<file path="src/rtl/tictactoe_pkg.sv">
// rtl/tictactoe_pkg.sv - shared types, line table and cell helpers for the tic-tac-toe CPU player
package tictactoe_pkg;

  typedef enum logic [1:0] {EMPTY = 2'b00, P1 = 2'b01, P2 = 2'b10} cell_e;

  typedef enum logic [2:0] {IDLE, THINK, CHOOSE, STEP_HI, STEP_LO, PLACE, DONE} state_e;

  // Entry = three {row,col} nibbles, first cell of the line in the low nibble.
  localparam logic [7:0][2:0][3:0] LINE_CELLS = {
    12'hDA7, 12'hFA5, 12'hFB7, 12'hEA6, 12'hD95, 12'hFED, 12'hBA9, 12'h765
  };

  // Row-major cell indices, entry 0 tried first: centre, corners, edges.
  localparam logic [8:0][3:0] FALLBACK_ORDER = {
    4'd7, 4'd5, 4'd3, 4'd1, 4'd8, 4'd6, 4'd2, 4'd0, 4'd4
  };

  function automatic logic [3:0] cell_idx(input logic [1:0] row, input logic [1:0] col);
    logic [3:0] r;
    logic [3:0] c;
    r = {2'b00, row} - 4'd1;
    c = {2'b00, col} - 4'd1;
    return (r * 4'd3) + c;
  endfunction

  function automatic logic [3:0] cell_rc(input logic [3:0] idx);
    case (idx)
      4'd0:    return 4'b0101;
      4'd1:    return 4'b0110;
      4'd2:    return 4'b0111;
      4'd3:    return 4'b1001;
      4'd4:    return 4'b1010;
      4'd5:    return 4'b1011;
      4'd6:    return 4'b1101;
      4'd7:    return 4'b1110;
      default: return 4'b1111;
    endcase
  endfunction

endpackage

</file>
<file path="src/rtl/tictactoe_cpu_player_if.sv">
// rtl/tictactoe_cpu_player_if.sv - game-side signal bundle between the board logic and the CPU player
interface tictactoe_cpu_player_if;

  logic       turn;
  logic [1:0] cpu_mark;
  logic [1:0] board [3:1][3:1];
  logic       move;
  logic       select;
  logic       busy;
  logic [1:0] target_row;
  logic [1:0] target_col;
  logic       no_move;

  modport master (
    output turn, cpu_mark, board,
    input  move, select, busy, target_row, target_col, no_move
  );

  modport slave (
    input  turn, cpu_mark, board,
    output move, select, busy, target_row, target_col, no_move
  );

endinterface

</file>
<file path="src/rtl/tictactoe_line_eval.sv">
// rtl/tictactoe_line_eval.sv - counts CPU, opponent and empty cells on one three-cell line
module tictactoe_line_eval
  import tictactoe_pkg::*;
(
  input  logic [1:0] cell0_i,
  input  logic [1:0] cell1_i,
  input  logic [1:0] cell2_i,
  input  logic [1:0] cpu_mark_i,
  output logic [1:0] n_cpu_o,
  output logic [1:0] n_opp_o,
  output logic [1:0] n_empty_o,
  output logic [1:0] empty_pos_o
);

  logic [2:0][1:0] cells;
  logic            mark_valid;

  assign cells      = {cell2_i, cell1_i, cell0_i};
  assign mark_valid = (cpu_mark_i == P1) || (cpu_mark_i == P2);

  // Descending scan so empty_pos_o ends on the lowest empty position.
  always_comb begin
    n_cpu_o     = '0;
    n_opp_o     = '0;
    n_empty_o   = '0;
    empty_pos_o = '0;
    for (int i = 2; i >= 0; i--) begin
      if (cells[i] == EMPTY) begin
        n_empty_o   = n_empty_o + 2'd1;
        empty_pos_o = 2'(i);
      end else if (mark_valid && (cells[i] == cpu_mark_i)) begin
        n_cpu_o = n_cpu_o + 2'd1;
      end else begin
        n_opp_o = n_opp_o + 2'd1;
      end
    end
  end

endmodule

</file>
<file path="src/rtl/tictactoe_cpu_player.sv">
// rtl/tictactoe_cpu_player.sv - CPU opponent: scans a board snapshot, picks win/block/fallback, steps the cursor and places
module tictactoe_cpu_player
  import tictactoe_pkg::*;
(
  input  logic                         clk,
  input  logic                         rst,
  tictactoe_cpu_player_if.slave        bus
);

  state_e          state_q, state_d;
  logic [8:0][1:0] snap_q, snap_d;
  logic [1:0]      mark_q, mark_d;
  logic [2:0]      line_q, line_d;
  logic            win_q, win_d, blk_q, blk_d;
  logic [3:0]      win_cell_q, win_cell_d, blk_cell_q, blk_cell_d;
  logic [3:0]      k_q, k_d;
  logic [1:0]      row_q, row_d, col_q, col_d;

  logic [1:0]      n_cpu, n_opp, n_empty, empty_pos;
  logic [2:0][3:0] line_rc;
  logic [2:0][1:0] line_cells;
  logic [3:0]      empty_cell;
  logic            any_empty;
  logic [3:0]      fb_cell, pick_cell, pick_rc;
  logic            active;

  assign line_rc    = LINE_CELLS[line_q];
  assign empty_cell = cell_idx(line_rc[empty_pos][3:2], line_rc[empty_pos][1:0]);
  assign active     = (state_q == THINK) || (state_q == CHOOSE) || (state_q == STEP_HI) ||
                      (state_q == STEP_LO) || (state_q == PLACE);

  always_comb begin
    line_cells = '0;
    for (int p = 0; p < 3; p++) begin
      line_cells[p] = snap_q[cell_idx(line_rc[p][3:2], line_rc[p][1:0])];
    end
  end

  tictactoe_line_eval u_line_eval (
    .cell0_i    (line_cells[0]),
    .cell1_i    (line_cells[1]),
    .cell2_i    (line_cells[2]),
    .cpu_mark_i (mark_q),
    .n_cpu_o    (n_cpu),
    .n_opp_o    (n_opp),
    .n_empty_o  (n_empty),
    .empty_pos_o(empty_pos)
  );

  always_comb begin
    any_empty = 1'b0;
    fb_cell   = '0;
    for (int i = 8; i >= 0; i--) begin
      if (snap_q[FALLBACK_ORDER[i]] == EMPTY) begin
        any_empty = 1'b1;
        fb_cell   = FALLBACK_ORDER[i];
      end
    end
    if (win_q)      pick_cell = win_cell_q;
    else if (blk_q) pick_cell = blk_cell_q;
    else            pick_cell = fb_cell;
    pick_rc = cell_rc(pick_cell);
  end

  always_ff @(posedge clk or posedge rst) begin
    if (rst) begin
      state_q    <= IDLE;
      snap_q     <= '0;
      mark_q     <= '0;
      line_q     <= '0;
      win_q      <= 1'b0;
      blk_q      <= 1'b0;
      win_cell_q <= '0;
      blk_cell_q <= '0;
      k_q        <= '0;
      row_q      <= '0;
      col_q      <= '0;
    end else begin
      state_q    <= state_d;
      snap_q     <= snap_d;
      mark_q     <= mark_d;
      line_q     <= line_d;
      win_q      <= win_d;
      blk_q      <= blk_d;
      win_cell_q <= win_cell_d;
      blk_cell_q <= blk_cell_d;
      k_q        <= k_d;
      row_q      <= row_d;
      col_q      <= col_d;
    end
  end

  always_comb begin
    state_d    = state_q;
    snap_d     = snap_q;
    mark_d     = mark_q;
    line_d     = line_q;
    win_d      = win_q;
    blk_d      = blk_q;
    win_cell_d = win_cell_q;
    blk_cell_d = blk_cell_q;
    k_d        = k_q;
    row_d      = row_q;
    col_d      = col_q;
    case (state_q)
      IDLE: if (bus.turn) begin
        state_d = THINK;
        for (int r = 1; r <= 3; r++) begin
          for (int c = 1; c <= 3; c++) begin
            snap_d[cell_idx(2'(r), 2'(c))] = bus.board[r][c];
          end
        end
        mark_d = bus.cpu_mark;
        line_d = '0;
        win_d  = 1'b0;
        blk_d  = 1'b0;
        k_d    = '0;
        row_d  = '0;
        col_d  = '0;
      end
      THINK: begin
        if ((n_cpu == 2'd2) && (n_empty == 2'd1) && !win_q) begin
          win_d      = 1'b1;
          win_cell_d = empty_cell;
        end
        if ((n_opp == 2'd2) && (n_empty == 2'd1) && !blk_q) begin
          blk_d      = 1'b1;
          blk_cell_d = empty_cell;
        end
        line_d = line_q + 3'd1;
        if (line_q == 3'd7) state_d = CHOOSE;
      end
      CHOOSE: begin
        if (!any_empty) begin
          state_d = DONE;
        end else begin
          row_d   = pick_rc[3:2];
          col_d   = pick_rc[1:0];
          k_d     = pick_cell;
          state_d = (pick_cell == 4'd0) ? PLACE : STEP_HI;
        end
      end
      STEP_HI: state_d = STEP_LO;
      STEP_LO: begin
        k_d     = k_q - 4'd1;
        state_d = (k_q == 4'd1) ? PLACE : STEP_HI;
      end
      PLACE:   state_d = DONE;
      DONE:    if (!bus.turn) state_d = IDLE;
      default: state_d = IDLE;
    endcase
    // A withdrawn turn abandons the move in progress.
    if (active && !bus.turn) begin
      state_d = IDLE;
      k_d     = '0;
      row_d   = '0;
      col_d   = '0;
    end
  end

  always_comb begin
    bus.move       = (state_q == STEP_HI);
    bus.select     = (state_q == PLACE);
    bus.busy       = active;
    bus.no_move    = (state_q == CHOOSE) && !any_empty;
    bus.target_row = row_q;
    bus.target_col = col_q;
  end

endmodule

</file>
<file path="src/flat_wrapper.sv">
// flat-port wrapper written by rule: the top's interface ports become plain ports
module tictactoe_cpu_player_flat import tictactoe_pkg::*;
  (clk, rst, bus_turn, bus_cpu_mark, bus_board, bus_move, bus_select, bus_busy, bus_target_row, bus_target_col, bus_no_move);
  tictactoe_cpu_player_if bus_i ();
  input  logic clk;
  input  logic rst;
  input wire logic [$bits(bus_i.turn)-1:0] bus_turn;
  input wire logic [$bits(bus_i.cpu_mark)-1:0] bus_cpu_mark;
  input wire logic [$bits(bus_i.board)-1:0] bus_board;
  output wire logic [$bits(bus_i.move)-1:0] bus_move;
  output wire logic [$bits(bus_i.select)-1:0] bus_select;
  output wire logic [$bits(bus_i.busy)-1:0] bus_busy;
  output wire logic [$bits(bus_i.target_row)-1:0] bus_target_row;
  output wire logic [$bits(bus_i.target_col)-1:0] bus_target_col;
  output wire logic [$bits(bus_i.no_move)-1:0] bus_no_move;
  assign bus_i.turn = bus_turn;
  assign bus_i.cpu_mark = bus_cpu_mark;
  assign bus_i.board = {>>{bus_board}};
  assign bus_move = bus_i.move;
  assign bus_select = bus_i.select;
  assign bus_busy = bus_i.busy;
  assign bus_target_row = bus_i.target_row;
  assign bus_target_col = bus_i.target_col;
  assign bus_no_move = bus_i.no_move;
  tictactoe_cpu_player u_core (.clk(clk), .rst(rst), .bus(bus_i));
endmodule
</file>
<file path="config.mk">
export PLATFORM = sky130hd
export DESIGN_NAME = tictactoe_cpu_player_flat
export DESIGN_NICKNAME = d
export VERILOG_FILES = /design/src/rtl/tictactoe_pkg.sv /design/src/rtl/tictactoe_cpu_player_if.sv /design/src/rtl/tictactoe_line_eval.sv /design/src/rtl/tictactoe_cpu_player.sv /design/src/flat_wrapper.sv
export SDC_FILE = /design/constraint.sdc
export NUM_CORES = 1
export LEC_CHECK = 0
export ABC_AREA = 1
export CORE_UTILIZATION = 52
export CTS_BUF_LIST = sky130_fd_sc_hd__clkbuf_2 sky130_fd_sc_hd__clkbuf_4 sky130_fd_sc_hd__clkbuf_8
export DETAILED_ROUTE_END_ITERATION = 7
export HOLD_SLACK_MARGIN = 0.15
export PLACE_DENSITY = 0.72
export SETUP_SLACK_MARGIN = 0.2
export SYNTH_ARGS = -nofsm -noshare
export SYNTH_HDL_FRONTEND = slang
export SYNTH_HIERARCHICAL = 1
export SYNTH_SLANG_ARGS = --single-unit
</file>
<file path="constraint.sdc">
create_clock -name clk -period 16.9 [get_ports clk]
set_clock_uncertainty 0.1 [all_clocks]
set_input_delay 1.69 -clock clk [delete_from_list [all_inputs] [get_ports clk]]
set_output_delay 1.69 -clock clk [all_outputs]
set_load 0.01 [all_outputs]
</file>
# --- Yosys cells after proc, flatten, opt, wreduce, memory -nomap -nowiden ---
# Memories as Yosys holds them, arrays and structs flattened.
# Cells that the tools add are included.
word_totals:
  mem_count: 2
  regBits: 44
  out_inout_bits: 8
  ram_bits: 0
  romBits: 128
  wordCells: 191
  latch_bits: 0
mem_list:
  columns: ["memory", "depth", "width", "rd", "rd_ports_with_merged_regs", "write_ports", "line_no", "source"]
  rows:
  - ["(no name shown)", 8, 12, 1, 0, 0, "tictactoe_cpu_player.sv:27", "assign line_rc = LINE_CELLS[line_q];"]
  - ["(no name shown)", 8, 4, 1, 0, 0, "tictactoe_pkg.sv:27", "case (idx)"]
classes:
  bitwise: 0
  shifts: 0
  eq_ne: 23
  n_div: 0
  n_lt_le_gt_ge: 5
  add_sub_neg: 20
  mul: 4
  reduce_logical: 44
  n_mux: 74
ops:
  columns: ["op", "count"]
  rows:
  - ["two-way mux 4 bit", 12]
  - ["two-way mux 2 bit", 21]
  - ["two-way mux 3 bit", 12]
  - ["binary-select mux 2 bit (select 4 bit)", 3]
  - ["logical NOT 2 bit", 12]
  - ["subtractor 2 x 1 -> 3 bit (second input constant)", 8]
  - ["case mux 3 bit (7 select lines)", 1]
  - ["two-way mux 1 bit", 17]
  - ["adder 4 bit", 4]
  - ["multiplier 4 x 2 -> 4 bit (second input constant)", 4]
  - ["< comparator 4 x 5 -> 1 bit (second input constant)", 3]
  - ["AND reduction 3 bit", 5]
  - ["adder 2 x 1 -> 2 bit (second input constant)", 6]
  - ["== test 3 bit (second input constant)", 4]
  - ["two-way mux 12 bit", 1]
  - ["case mux 4 bit (3 select lines)", 1]
  - ["logical AND 1 bit", 9]
  - ["binary-select mux 4 bit (select 2 bit)", 1]
  - ["case mux 2 bit (2 select lines)", 2]
  - ["AND reduction 2 bit", 4]
  - ["== test 2 bit", 3]
  - ["== test 2 bit (second input constant)", 3]
  - ["== test 3 x 2 -> 1 bit (second input constant)", 2]
  - ["inequality test 2 bit (second input constant)", 3]
  - ["19 further kinds", 29]

# --- Depth between registers and ports, before layout ---
# Gate-level depths: netlist (run 1).
logic_depth:
  depth_word: 22
  mapped_depth: 33
  ltp_nobuf: 33

# --- Modules after synthesis ---
# The synthesis (run 1) kept the hierarchy.
modules_own_cells:
  columns: ["module", "instances", "cells_per_inst", "area_per_inst_um2"]
  rows:
  - ["tictactoe_cpu_player", 1, 484, 3483.3]
  - ["tictactoe_line_eval", 1, 66, 332.8]

# --- Worst setup path before layout (run 1) ---
# Ideal clock, no wire load.
synth_path:
  kind: "register to register"
  start: "reg u_core.line_q[0]"
  end: "reg u_core.blk_cell_q[3]"
  arrival_ns: 5.097
  path_slack_ns: 11.575
  n_path_buf: 0
  stages_incl_launch_ff: 27
  period_less_slack_ns: 5.325
  setup_ns: 0.128
  cell_sequence: "dfrtp_1 -> ha_1 -> mux2i_1 -> ha_1 -> xor2_1 -> inv_1 -> ha_1 -> fa_1 -> xnor2_1 -> xor2_1 -> inv_1 -> nand4_1 -> o21ai_1 -> nor2_2 -> inv_1 -> nor2_1 -> inv_1 -> nor3_1 -> a21oi_1 -> ha_1 -> xnor2_1 -> ha_1 -> inv_1 -> fa_1 -> xor2_1 -> xor2_1 -> mux2_1"
synth_rtl:
  columns: ["item", "line_no", "source"]
  rows:
  - ["start, declared", "tictactoe_cpu_player.sv:13", "logic [2:0] line_q, line_d;"]
  - ["start signal, assigned", "tictactoe_cpu_player.sv:82", "line_q <= line_d;"]
  - ["end signal, assigned", "tictactoe_cpu_player.sv:86", "blk_cell_q <= blk_cell_d;"]
  - ["end, declared", "tictactoe_cpu_player.sv:15", "logic [3:0] win_cell_q, win_cell_d, blk_cell_q, blk_cell_d;"]

==> summary.txt, run 1 <==
Setup path
  • Crit Path Category: flop to flop
  • CP Launch Type: flop
  • Arrival time worst endpoint: roughly 6000 ps
  • Peak fanout along the critical path: 7
  • Critical Path End Type: flop
  • WP data required: between 15,000 and 20,000 ps

Detailed routing
  • Drt via density: about 5.1
  • Max Used Layer: met4
  • Residual antenna-violating net count after detailed routing: 0
  • Post-route DRC violation count: 0
  • Wirelength per Cell: about 13 um
  • WL met3: roughly 360 um
  • Final wirelength: a little under 9 mm
  • Routed wl met2: roughly 4.1 mm
  • Drt first-iter violations: roughly 250
  • Vias: roughly 3,500
  • Met1 Wirelength: 4.36 mm
  • First drt pass iteration count: 4

Timing
  • Final count of pins violating max slew: 0
  • Rel. slew slack: 61.0%
  • Final period utilization: 35.4%
  • FMAX: approximately 170 MHz
  • Final count of hold timing violations: 0
  • Final Setup Violations: 0
  • Setup_tns: 0 ps
  • Worst slew pin tran: slightly below 600 ps
  • RSZ-0062 raised after global routing: no
  • Final Critical Period: 5980 ps

CTS
  • Clk sinks: between 40 and 50
  • Htree depth: 2
  • Clock root cell: clkbuf_8
  • CTS Hold Bufs: 0
  • Post-CTS sizing: 0
  • # Post-CTS Setup Buffers: 0
  • CTS tree: built
  • Clock latency on the worst-skew pair: a little under 300 ps
  • Clock slew at reported path FFs: 90 ps
  • Worst-case clock buffer depth: 2
  • CTS Buf Count: 5

Floorplan
  • Die Footprint: between 7000 and 8000 um^2
  • Die X: 87.7 um
  • Die Ht: ~88 um
  • Initial Utilization: approximately 55%
  • Top Ports: 31
  • Rows: 30
  • Core area: just under 7000 um^2

Place
  • RD Place Congestion: between 0.9 and 1
  • IO buf count: 30
  • Dpl hpwl: 7.09 mm

Synthesis
  • Cell count after synthesis: between 500 and 600
  • Post-synth top flop: dfrtp_1
  • EDFF count, synth: 0
  • Yosys reg bits: 44
  • Yosys Warn Count: 6
  • Mapped Area: 3820 um^2
  • Mean post-synth cell area: 6.94 um^2
  • Sequential area share after synthesis: between 20% and 30%
  • Synth unique cells: between 40 and 50
  • Top cell type's share of synthesized area: 28.9%
  • Ys async rst share: 100%
  • Top post-synthesis cells by area: dfrtp_1, nand2_1, ha_1
  • Cell taking the most area after synthesis: dfrtp_1

Cells and area
  • Area Growth Syn to Fin: 13.2%
  • Fill cell count: roughly 660
  • Area of the multi-input gates: around 2300 um^2
  • Fraction of layout instances using a drive strength above 1: 9.74%
  • Final core utilization: ~62%
  • Reg area: 1100 um^2
  • Diodes inserted: 0
  • Fin nets: about 640

Run
  • Max_cap viols: 0

GRT
  • Vias in the first global route: 3,353
  • Antenna violations before repair: 0
  • GRT Overall Usage: between 20% and 30%
  • Gr ovfl total: 0
  • Largest net degree at the start of global routing: 45
  • First-pass GRT wire length: approximately 15 mm

Status
  • Outcome: finished clean

Worst hold path
  • Hold Path Class: flop to flop
-- through the flow --
| step | worst slack (ps) | instances | area, um^2 | hold slack [ps] |
|---|---|---|---|---|
| after detailed placement | 10970 | 673 | 4220 | 365 |
| after CTS | 10930 | 681 | 4320 | 389 |
| final | 10920 | 681 | 4320 | 381 |
| after global routing | 10390 | 681 | 4320 | 412 |
| after floorplan | 11580 | 551 | 3820 | 353 |
| after global placement | 11240 | 673 | 4220 | 365 |
-- critical path, cell delays in order (launching register included) --
cell and delay (ps):
dfrtp_1 470, ha_1 300, mux2i_1 310, ha_1 310
xor2_1 160, inv_1 60, ha_1 200, fa_1 390
xnor2_1 190, xor2_1 250, inv_1 70, nand4_1 100
o21ai_1 110, nor2_2 290, inv_1 170, nor2_1 290
inv_1 160, nor3_1 200, a21oi_1 80, ha_1 310
xnor2_1 170, ha_1 160, inv_1 50, fa_1 370
xor2_1 160, xor2_1 170, mux2_1 280
-- synthesized netlist by cell type, types with 5 or more instances --
master and number:
nand3_1 21, nor3_1 6, o21ai_2 5, inv_1 87, a21oi_1 14, nor2_1 55, o21bai_1 5, o21ai_1 16
ha_1 31, inv_2 13, nand4_1 6, o21ai_0 43, xor2_1 8, nand2_2 7, o22ai_1 8, nand2_1 132
dfrtp_1 44
-- metal layers --
| layer | up-vias | GRT usage (%) |
|---|---|---|
| met3 | 4 | 4.05 |
| met4 | 0 | 4.92 |
| li1 | 1808 | - |
| met5 | - | 0 |
| met2 | 74 | 43.4 |
| met1 | 1604 | 33.9 |
-- sequential cells by signal, indices dropped and copies added, names as in the netlist --
register / flops
u_core/snap_q: 18
u_core/blk_cell_q: 4
u_core/k_q: 4
u_core/win_cell_q: 4
u_core/line_q: 3
u_core/state_q: 3
u_core/bus.target_col: 2
u_core/bus.target_row: 2
u_core/mark_q: 2
u_core/blk_q: 1
u_core/win_q: 1
-- final cells by class --
cell class	instances	share of cell area, %
tap	96	2.78
timing repair buffer	32	7.30
clock inverter	2	0.348
sequential	44	25.5
multi-input combinational	401	53.5
clock buffer	6	1.91
inverter	100	8.69
-- kinds of logic (layout without fill, tap and decap cells) --
| kind of cell | Yosys count | in the layout | synth area share, % |
|---|---|---|---|
| AND/OR/NAND/NOR | 248 | 248 | 29.2 |
| buffers and inverters | 106 | 140 | 10.7 |
| AO/OA/AOI/OAI | 100 | 100 | 14.9 |
| flip-flops | 44 | 44 | 28.9 |
| adder cells (fa/ha/maj) | 35 | 35 | 12.3 |
| XOR/XNOR | 13 | 13 | 3.18 |
| multiplexers | 3 | 3 | 0.820 |
| other | 1 | 2 | 0.0983 |
-- cells in the final DEF, fill, tap and decap left out, types with 3 or more instances in the layout --
master           count
nand2_1            132
inv_1               86
nor2_1              55
dfrtp_1             44
o21ai_0             43
ha_1                31
clkdlybuf4s50_1     30
nand3_1             21
o21ai_1             16
a21oi_1             14
inv_2               13
o22ai_1              8
xor2_1               8
nand2_2              7
clkbuf_8             6
nor3_1               6
nand4_1              6
o21ai_2              5
o21bai_1             5
nand2_4              4
nor2_2               4
xnor2_1              4
fa_1                 4
or2_2                3
-- path summary, 6_finish.rpt --
kind                                     startpoint                       end  slack, ps  cells after the start
setup / recovery                   u_core/line_q[0]      u_core/blk_cell_q[3]      10920                     26
hold / removal             u_core/bus.target_col[0]  u_core/bus.target_col[0]        380                      2
setup reg to reg                   u_core/line_q[0]      u_core/blk_cell_q[3]      10920                     26
hold reg to reg            u_core/bus.target_col[0]  u_core/bus.target_col[0]        380                      2
max in group asynchronous                       rst          u_core/mark_q[1]      14550                      3
min in group asynchronous                       rst         u_core/snap_q[14]       1740                      3
Power of run 1 is left out: the tool's default activity adds up to more than one toggle a clock period on the data nets, which glitch-free logic cannot reach.
==> run 2, diff against run 1 <==
--- a/config.mk
+++ b/config.mk
@@ -10,7 +10,7 @@
 export CTS_BUF_LIST = sky130_fd_sc_hd__clkbuf_2 sky130_fd_sc_hd__clkbuf_4 sky130_fd_sc_hd__clkbuf_8
 export DETAILED_ROUTE_END_ITERATION = 7
 export HOLD_SLACK_MARGIN = 0.15
-export PLACE_DENSITY = 0.72
+export PLACE_DENSITY = 0.74
 export SETUP_SLACK_MARGIN = 0.2
 export SYNTH_ARGS = -nofsm -noshare
 export SYNTH_HDL_FRONTEND = slang
==> constraint.sdc (replaced) <==
create_clock -name clk -period 4.8 [get_ports clk]
set_clock_uncertainty 0.1 [all_clocks]
set_input_delay 0.48 -clock clk [delete_from_list [all_inputs] [get_ports clk]]
set_output_delay 0.48 -clock clk [all_outputs]
set_load 0.01 [all_outputs]
==> run 2 against run 1 <==
The run now ends with negative setup slack left. Sequential share of layout area is 4.3 points lower. Flip-flop and latch count did not move. First-iteration DRC count up 15%. Setup slack worse by 11000 ps. Cell count rose by 10%. Worst hold slack improved by 16 ps.
==> summary.txt, run 2 (synthesized netlist as in run 1, its figures left out) <==
Status
  • Outcome: complete, but fails checks (was finished clean)
  • Failing checks: negative setup slack

Cells and area
  • Fill cell count: 529 (was 661)
  • Fraction of layout instances using a drive strength above 1: 28.5% (was 9.74%)
  • Area Growth Syn to Fin: 36.6% (was 13.2%)
  • Diodes inserted: 0 (unchanged)
  • Largest register FFs: 18 (unchanged)
  • Area of the multi-input gates: 2630 um^2 (was 2310 um^2)
  • Most frequent cells in the layout: nand2_1, inv_1, buf_4 (was nand2_1, inv_1, nor2_1)
  • Fin nets: 712 (was 642)
  • Largest Register: u_core/snap_q (unchanged)
  • Reg area: 1100 um^2 (about the same)
  • Final core utilization: 75.1% (was 62.2%)
  • Most common cell after layout, fill and taps aside: nand2_1 (unchanged)

Floorplan
  • Die Ht: 87.7 um (unchanged)
  • Die X: 87.7 um (unchanged)
  • Rows: 30 (unchanged)
  • Core area: 6940 um^2 (unchanged)
  • Initial Utilization: 55.0% (unchanged)
  • Die Footprint: 7690 um^2 (unchanged)
  • Top Ports: 31 (unchanged)

CTS
  • Clk sinks: 44 (unchanged)
  • Htree depth: 2 (unchanged)
  • CTS tree: built (unchanged)
  • Clock slew at reported path FFs: 100 ps (was 90 ps)
  • Clock root cell: clkbuf_8 (unchanged)
  • Worst-case clock buffer depth: 2 (unchanged)
  • CTS Buf Count: 5 (unchanged)
  • Clock latency on the worst-skew pair: 300 ps (was 290 ps)

Timing
  • Rel. slew slack: 61.4% (was 61.0%)
  • Final period utilization: 110% (was 35.4%)
  • Worst slew pin tran: 579 ps (was 585 ps)
  • WHS: 397 ps (was 381 ps)
  • Final count of pins violating max slew: 0 (unchanged)
  • Final Critical Period: 5280 ps (was 5980 ps)
  • RSZ-0062 raised after global routing: yes (was no)
  • Final count of hold timing violations: 0 (unchanged)
  • Final Setup Violations: 4 (was 0)
  • Setup_tns: -1120 ps (was 0 ps)
  • FMAX: 189 MHz (was 167 MHz)
  • Fin worst setup slack: -482 ps (was 10,920 ps)

Detailed routing
  • Residual antenna-violating net count after detailed routing: 0 (unchanged)
  • Post-route DRC violation count: 0 (unchanged)
  • Vias: 3,908 (was 3,490)
  • First drt pass iteration count: 5 (was 4)
  • Drt via density: 5.20 (was 5.12)
  • Drt first-iter violations: 283 (was 246)
  • Final wirelength: 10.6 mm (was 8.91 mm)
  • Wirelength per Cell: 14.1 um (was 13.1 um)

GRT
  • Antenna violations before repair: 0 (unchanged)
  • Largest net degree at the start of global routing: 45 (unchanged)
  • Gr ovfl total: 0 (unchanged)
  • Vias in the first global route: 3,941 (was 3,353)
  • GRT Overall Usage: 28.9% (was 25.3%)
  • First-pass GRT wire length: 17.5 mm (was 15.2 mm)

Setup path
  • Peak fanout along the critical path: 5 (was 7)
  • Cell family with most CP delay: adder cells (unchanged)
  • WP data required: 4890 ps (was 16,980 ps)
  • CP Launch Type: flop (unchanged)
  • Slowest-stage cell, CP: dfrtp_2 (was dfrtp_1)
  • Arrival time worst endpoint: 5380 ps (was 6060 ps)
  • Crit Path Category: flop to flop (unchanged)
  • Critical Path Max Stage Delay: 430 ps (was 470 ps)
  • Critical Path End Type: flop (unchanged)
  • WP buf/inv: 6 (was 5)

Place
  • Dpl hpwl: 7.91 mm (was 7.09 mm)
  • Pre-CTS setup slack: -493 ps (was 10,970 ps)
  • IO buf count: 30 (unchanged)
  • RD Place Congestion: 0.938 (about the same)

Run
  • Max_cap viols: 0 (unchanged)

Worst hold path
  • Hold Path Class: flop to flop (unchanged)
==> run 2: worst reg2reg max path, cell delays in order, from the launching register on <==
cell	delay (ps)
dfrtp_2	430
buf_4	130
inv_2	50
ha_1	200
or2_2	330
ha_2	340
or2_2	120
o21ai_2	60
fa_2	330
xnor2_1	200
xor2_1	90
buf_4	160
buf_4	140
o31ai_4	300
nor2_4	90
nor2_4	150
inv_2	70
nor3_2	170
a31oi_1	80
ha_1	340
xnor2_2	140
ha_2	180
inv_2	30
fa_2	350
xor2_2	160
xor2_1	170
mux2_4	270
==> run 2: stage by stage <==
step	cells	area (um^2)
global placement	728	4790
floorplan	551	3980
CTS	746	5080
detailed placement	728	4790
finish	751	5210
global route	751	5210
==> run 2: final cells by class <==
| cell class | count | area share [%] |
|---|---|---|
| well taps | 96 | 2.30 |
| clock inverters | 3 | 0.888 |
| inverters | 100 | 7.35 |
| flip-flops and latches | 44 | 21.2 |
| multi-input cells | 401 | 50.4 |
| repair buffers | 102 | 16.6 |
| clock buffers | 5 | 1.32 |
==> run 2: final timing paths <==
path / start / slack, ps / cells after the start / to
worst max register to register: u_core/line_q[0] / -480 / 26 / u_core/blk_cell_q[3]
worst min register to register: u_core/bus.target_col[1] / 400 / 2 / u_core/bus.target_col[1]
worst min-delay path: u_core/bus.target_col[1] / 400 / 2 / u_core/bus.target_col[1]
worst max-delay path: u_core/line_q[0] / -480 / 26 / u_core/blk_cell_q[3]
min in group asynchronous: rst / 530 / 3 / u_core/snap_q[6]
max in group asynchronous: rst / 3650 / 3 / u_core/line_q[1]
==> run 2: what timing repair did <==
action	in CTS	in global routing
hold buffers	0	0
endpoints found under the setup margin	10	10
cloned	1	0
setup buffers	9	5
gates resized for setup	26	26
pin swaps	18	16
==> run 2: metal layers <==
layer / up-vias / wire (um) / share of wire, % / global-route usage (%)
met5: - / 0 / 0 / 0
met4: 0 / 239 / 2.3 / 10.9
met3: 24 / 410 / 3.9 / 3.02
met2: 95 / 5290 / 50 / 52.0
met1: 1837 / 4680 / 44 / 35.8
li1: 1952 / - / - / -
Power of run 2 is left out for the same reason.
==> run 3, diff against run 2 <==
--- a/config.mk
+++ b/config.mk
@@ -6,11 +6,14 @@
 export NUM_CORES = 1
 export LEC_CHECK = 0
 export ABC_AREA = 1
-export CORE_UTILIZATION = 52
+export CELL_PAD_IN_SITES_DETAIL_PLACEMENT = 1
+export CELL_PAD_IN_SITES_GLOBAL_PLACEMENT = 1
+export CORE_MARGIN = 4
+export CORE_UTILIZATION = 40
 export CTS_BUF_LIST = sky130_fd_sc_hd__clkbuf_2 sky130_fd_sc_hd__clkbuf_4 sky130_fd_sc_hd__clkbuf_8
 export DETAILED_ROUTE_END_ITERATION = 7
 export HOLD_SLACK_MARGIN = 0.15
-export PLACE_DENSITY = 0.74
+export PLACE_DENSITY = 0.78
 export SETUP_SLACK_MARGIN = 0.2
 export SYNTH_ARGS = -nofsm -noshare
 export SYNTH_HDL_FRONTEND = slang
==> run 3 against run 2 <==
The flow still finishes with violations (negative setup slack). Setup slack worse by 13 ps. Wire length up 17%. Non-clock buffer count down 1. Final area up 0.65%. Flip-flop and latch count unchanged. Worst hold slack worse by 12 ps. Utilization down 19 points. Critical path depth up 3. Critical path type unchanged. Highest routed layer unchanged.
==> summary.txt, run 3 (synthesized netlist as in run 1, its figures left out) <==
Status
  • Outcome: complete, but fails checks (unchanged)
  • Failing checks: negative setup slack (unchanged)

Floorplan
  • Die Ht: 106 um (was 87.7 um)
  • Top Ports: 31 (unchanged)
  • Rows: 35 (was 30)
  • Initial Utilization: 41.1% (was 55.0%)
  • Die X: 106 um (was 87.7 um)
  • Die Footprint: 11,200 um^2 (was 7690 um^2)
  • Core area: 9280 um^2 (was 6940 um^2)

Timing
  • Fin worst setup slack: -496 ps (was -482 ps)
  • Final count of hold timing violations: 0 (unchanged)
  • Final Setup Violations: 6 (was 4)
  • Final period utilization: 110% (about the same)
  • Worst slew pin tran: 665 ps (was 579 ps)
  • Final Critical Period: 5300 ps (was 5280 ps)
  • Final count of pins violating max slew: 0 (unchanged)
  • WHS: 385 ps (was 397 ps)
  • Rel. slew slack: 55.5% (was 61.4%)
  • FMAX: 189 MHz (about the same)
  • RSZ-0062 raised after global routing: yes (unchanged)

CTS
  • CTS tree: built (unchanged)
  • Clock latency on the worst-skew pair: 310 ps (was 300 ps)
  • CTS Buf Count: 5 (unchanged)
  • Clk sinks: 44 (unchanged)
  • CTS Hold Bufs: 0 (unchanged)
  • Clock slew at reported path FFs: 90 ps (was 100 ps)
  • Worst-case clock buffer depth: 2 (unchanged)
  • Htree depth: 2 (unchanged)
  • Clock root cell: clkbuf_8 (unchanged)

Detailed routing
  • Residual antenna-violating net count after detailed routing: 0 (unchanged)
  • Drt first-iter violations: 142 (was 283)
  • Vias: 3,894 (was 3,908)
  • First drt pass iteration count: 4 (was 5)
  • Final wirelength: 12.4 mm (was 10.6 mm)
  • Drt via density: 4.97 (was 5.20)
  • Wirelength per Cell: 15.9 um (was 14.1 um)
  • Post-route DRC violation count: 0 (unchanged)

Setup path
  • Slowest-stage cell, CP: dfrtp_2 (unchanged)
  • WP data required: 4890 ps (about the same)
  • Critical Path End Type: flop (unchanged)
  • CP Launch Type: flop (unchanged)
  • Crit path from: u_core/line_q[0] (unchanged)
  • Peak fanout along the critical path: 5 (unchanged)
  • CP most frequent cell: xor2_1
  • Reg2Reg Setup Slack: -500 ps (was -480 ps)
  • Crit Path Category: flop to flop (unchanged)
  • Arrival time worst endpoint: 5390 ps (was 5380 ps)
  • R2R depth: 29 (was 26)
  • Critical Path Max Stage Delay: 460 ps (was 430 ps)
  • Worst r2r src: u_core/line_q[0] (unchanged)

GRT
  • Antenna violations before repair: 0 (unchanged)
  • First-pass GRT wire length: 20.6 mm (was 17.5 mm)
  • Vias in the first global route: 4,261 (was 3,941)
  • Gr ovfl total: 0 (unchanged)
  • Largest net degree at the start of global routing: 45 (unchanged)
  • GRT Overall Usage: 22.7% (was 28.9%)

Place
  • Dpl hpwl: 9.61 mm (was 7.91 mm)
  • IO buf count: 30 (unchanged)
  • RD Place Congestion: 0.873 (was 0.938)

Cells and area
  • Area Growth Syn to Fin: 37.5% (was 36.6%)
  • Diodes inserted: 0 (unchanged)
  • Fraction of layout instances using a drive strength above 1: 28.9% (was 28.5%)
  • Fin nets: 711 (was 712)
  • Largest Register: u_core/snap_q (unchanged)
  • Most common cell after layout, fill and taps aside: nand2_1 (unchanged)
  • Most frequent cells in the layout: nand2_1, inv_1, buf_4 (unchanged)
  • Largest register FFs: 18 (unchanged)

Worst hold path
  • Hold Path Class: flop to flop (unchanged)
  • Hold_sp: u_core/bus.target_row[1] (was u_core/bus.target_col[1])
  • Hold Crit Depth: 2 (unchanged)

Run
  • Max_cap viols: 0 (unchanged)
## run 3: final timing paths
kind | to
max | u_core/blk_cell_q[3]
min | u_core/bus.target_row[1]
max reg2reg | u_core/blk_cell_q[3]
min reg2reg | u_core/bus.target_row[1]
max in group asynchronous | u_core/line_q[1]
min in group asynchronous | u_core/snap_q[15]
## run 3: timing repair
item	4_1_cts	5_1_grt
hold endpoints to repair	0	0
gates cloned	1	0
gates resized for setup	26	28
endpoints found under the setup margin	10	10
buffers inserted	7	3
pin swaps	23	16
## run 3: worst max-delay path, delay by kind of cell (launching register included)
family | cells | cell delay, ps
buf+inv | 7 | 490
fa+ha+maj | 8 | 1890
simple gates | 4 | 470
xor+xnor | 6 | 980
flops | 1 | 460
mux | 2 | 460
compound gates | 2 | 320
## run 3: stage by stage
stage	setup TNS, ps	worst slack (ps)	area (um^2)	util (%)	instances
after detailed placement	-1260	-462	4870	52.5	764
after global placement	-447	-289	4870	52.5	764
final	-1280	-496	5250	56.5	783
after CTS	-1230	-441	5120	55.2	780
after floorplan	-245	-195	3980	-	551
after global routing	-3810	-795	5250	56.5	783
## run 3: layout make-up
cell class              instances  area [um^2]
repair buffers                101          876
well taps                     129          161
flip-flops and latches         44         1100
clock inverters                 3         46.3
inverters                     100          380
multi-input cells             401         2610
fillers                      1182         4040
clock buffers                   5         68.8
## run 3: metal layers
| layer | up-vias | wire length (um) | global-route usage (%) |
|---|---|---|---|
| met5 | - | 0 | 0 |
| met1 | 1868 | 5500 | 28.1 |
| met4 | 0 | 335 | 5.92 |
| li1 | 1945 | - | - |
| met2 | 58 | 6250 | 40.8 |
| met3 | 23 | 343 | 3.67 |
Power of run 3 is left out for the same reason.
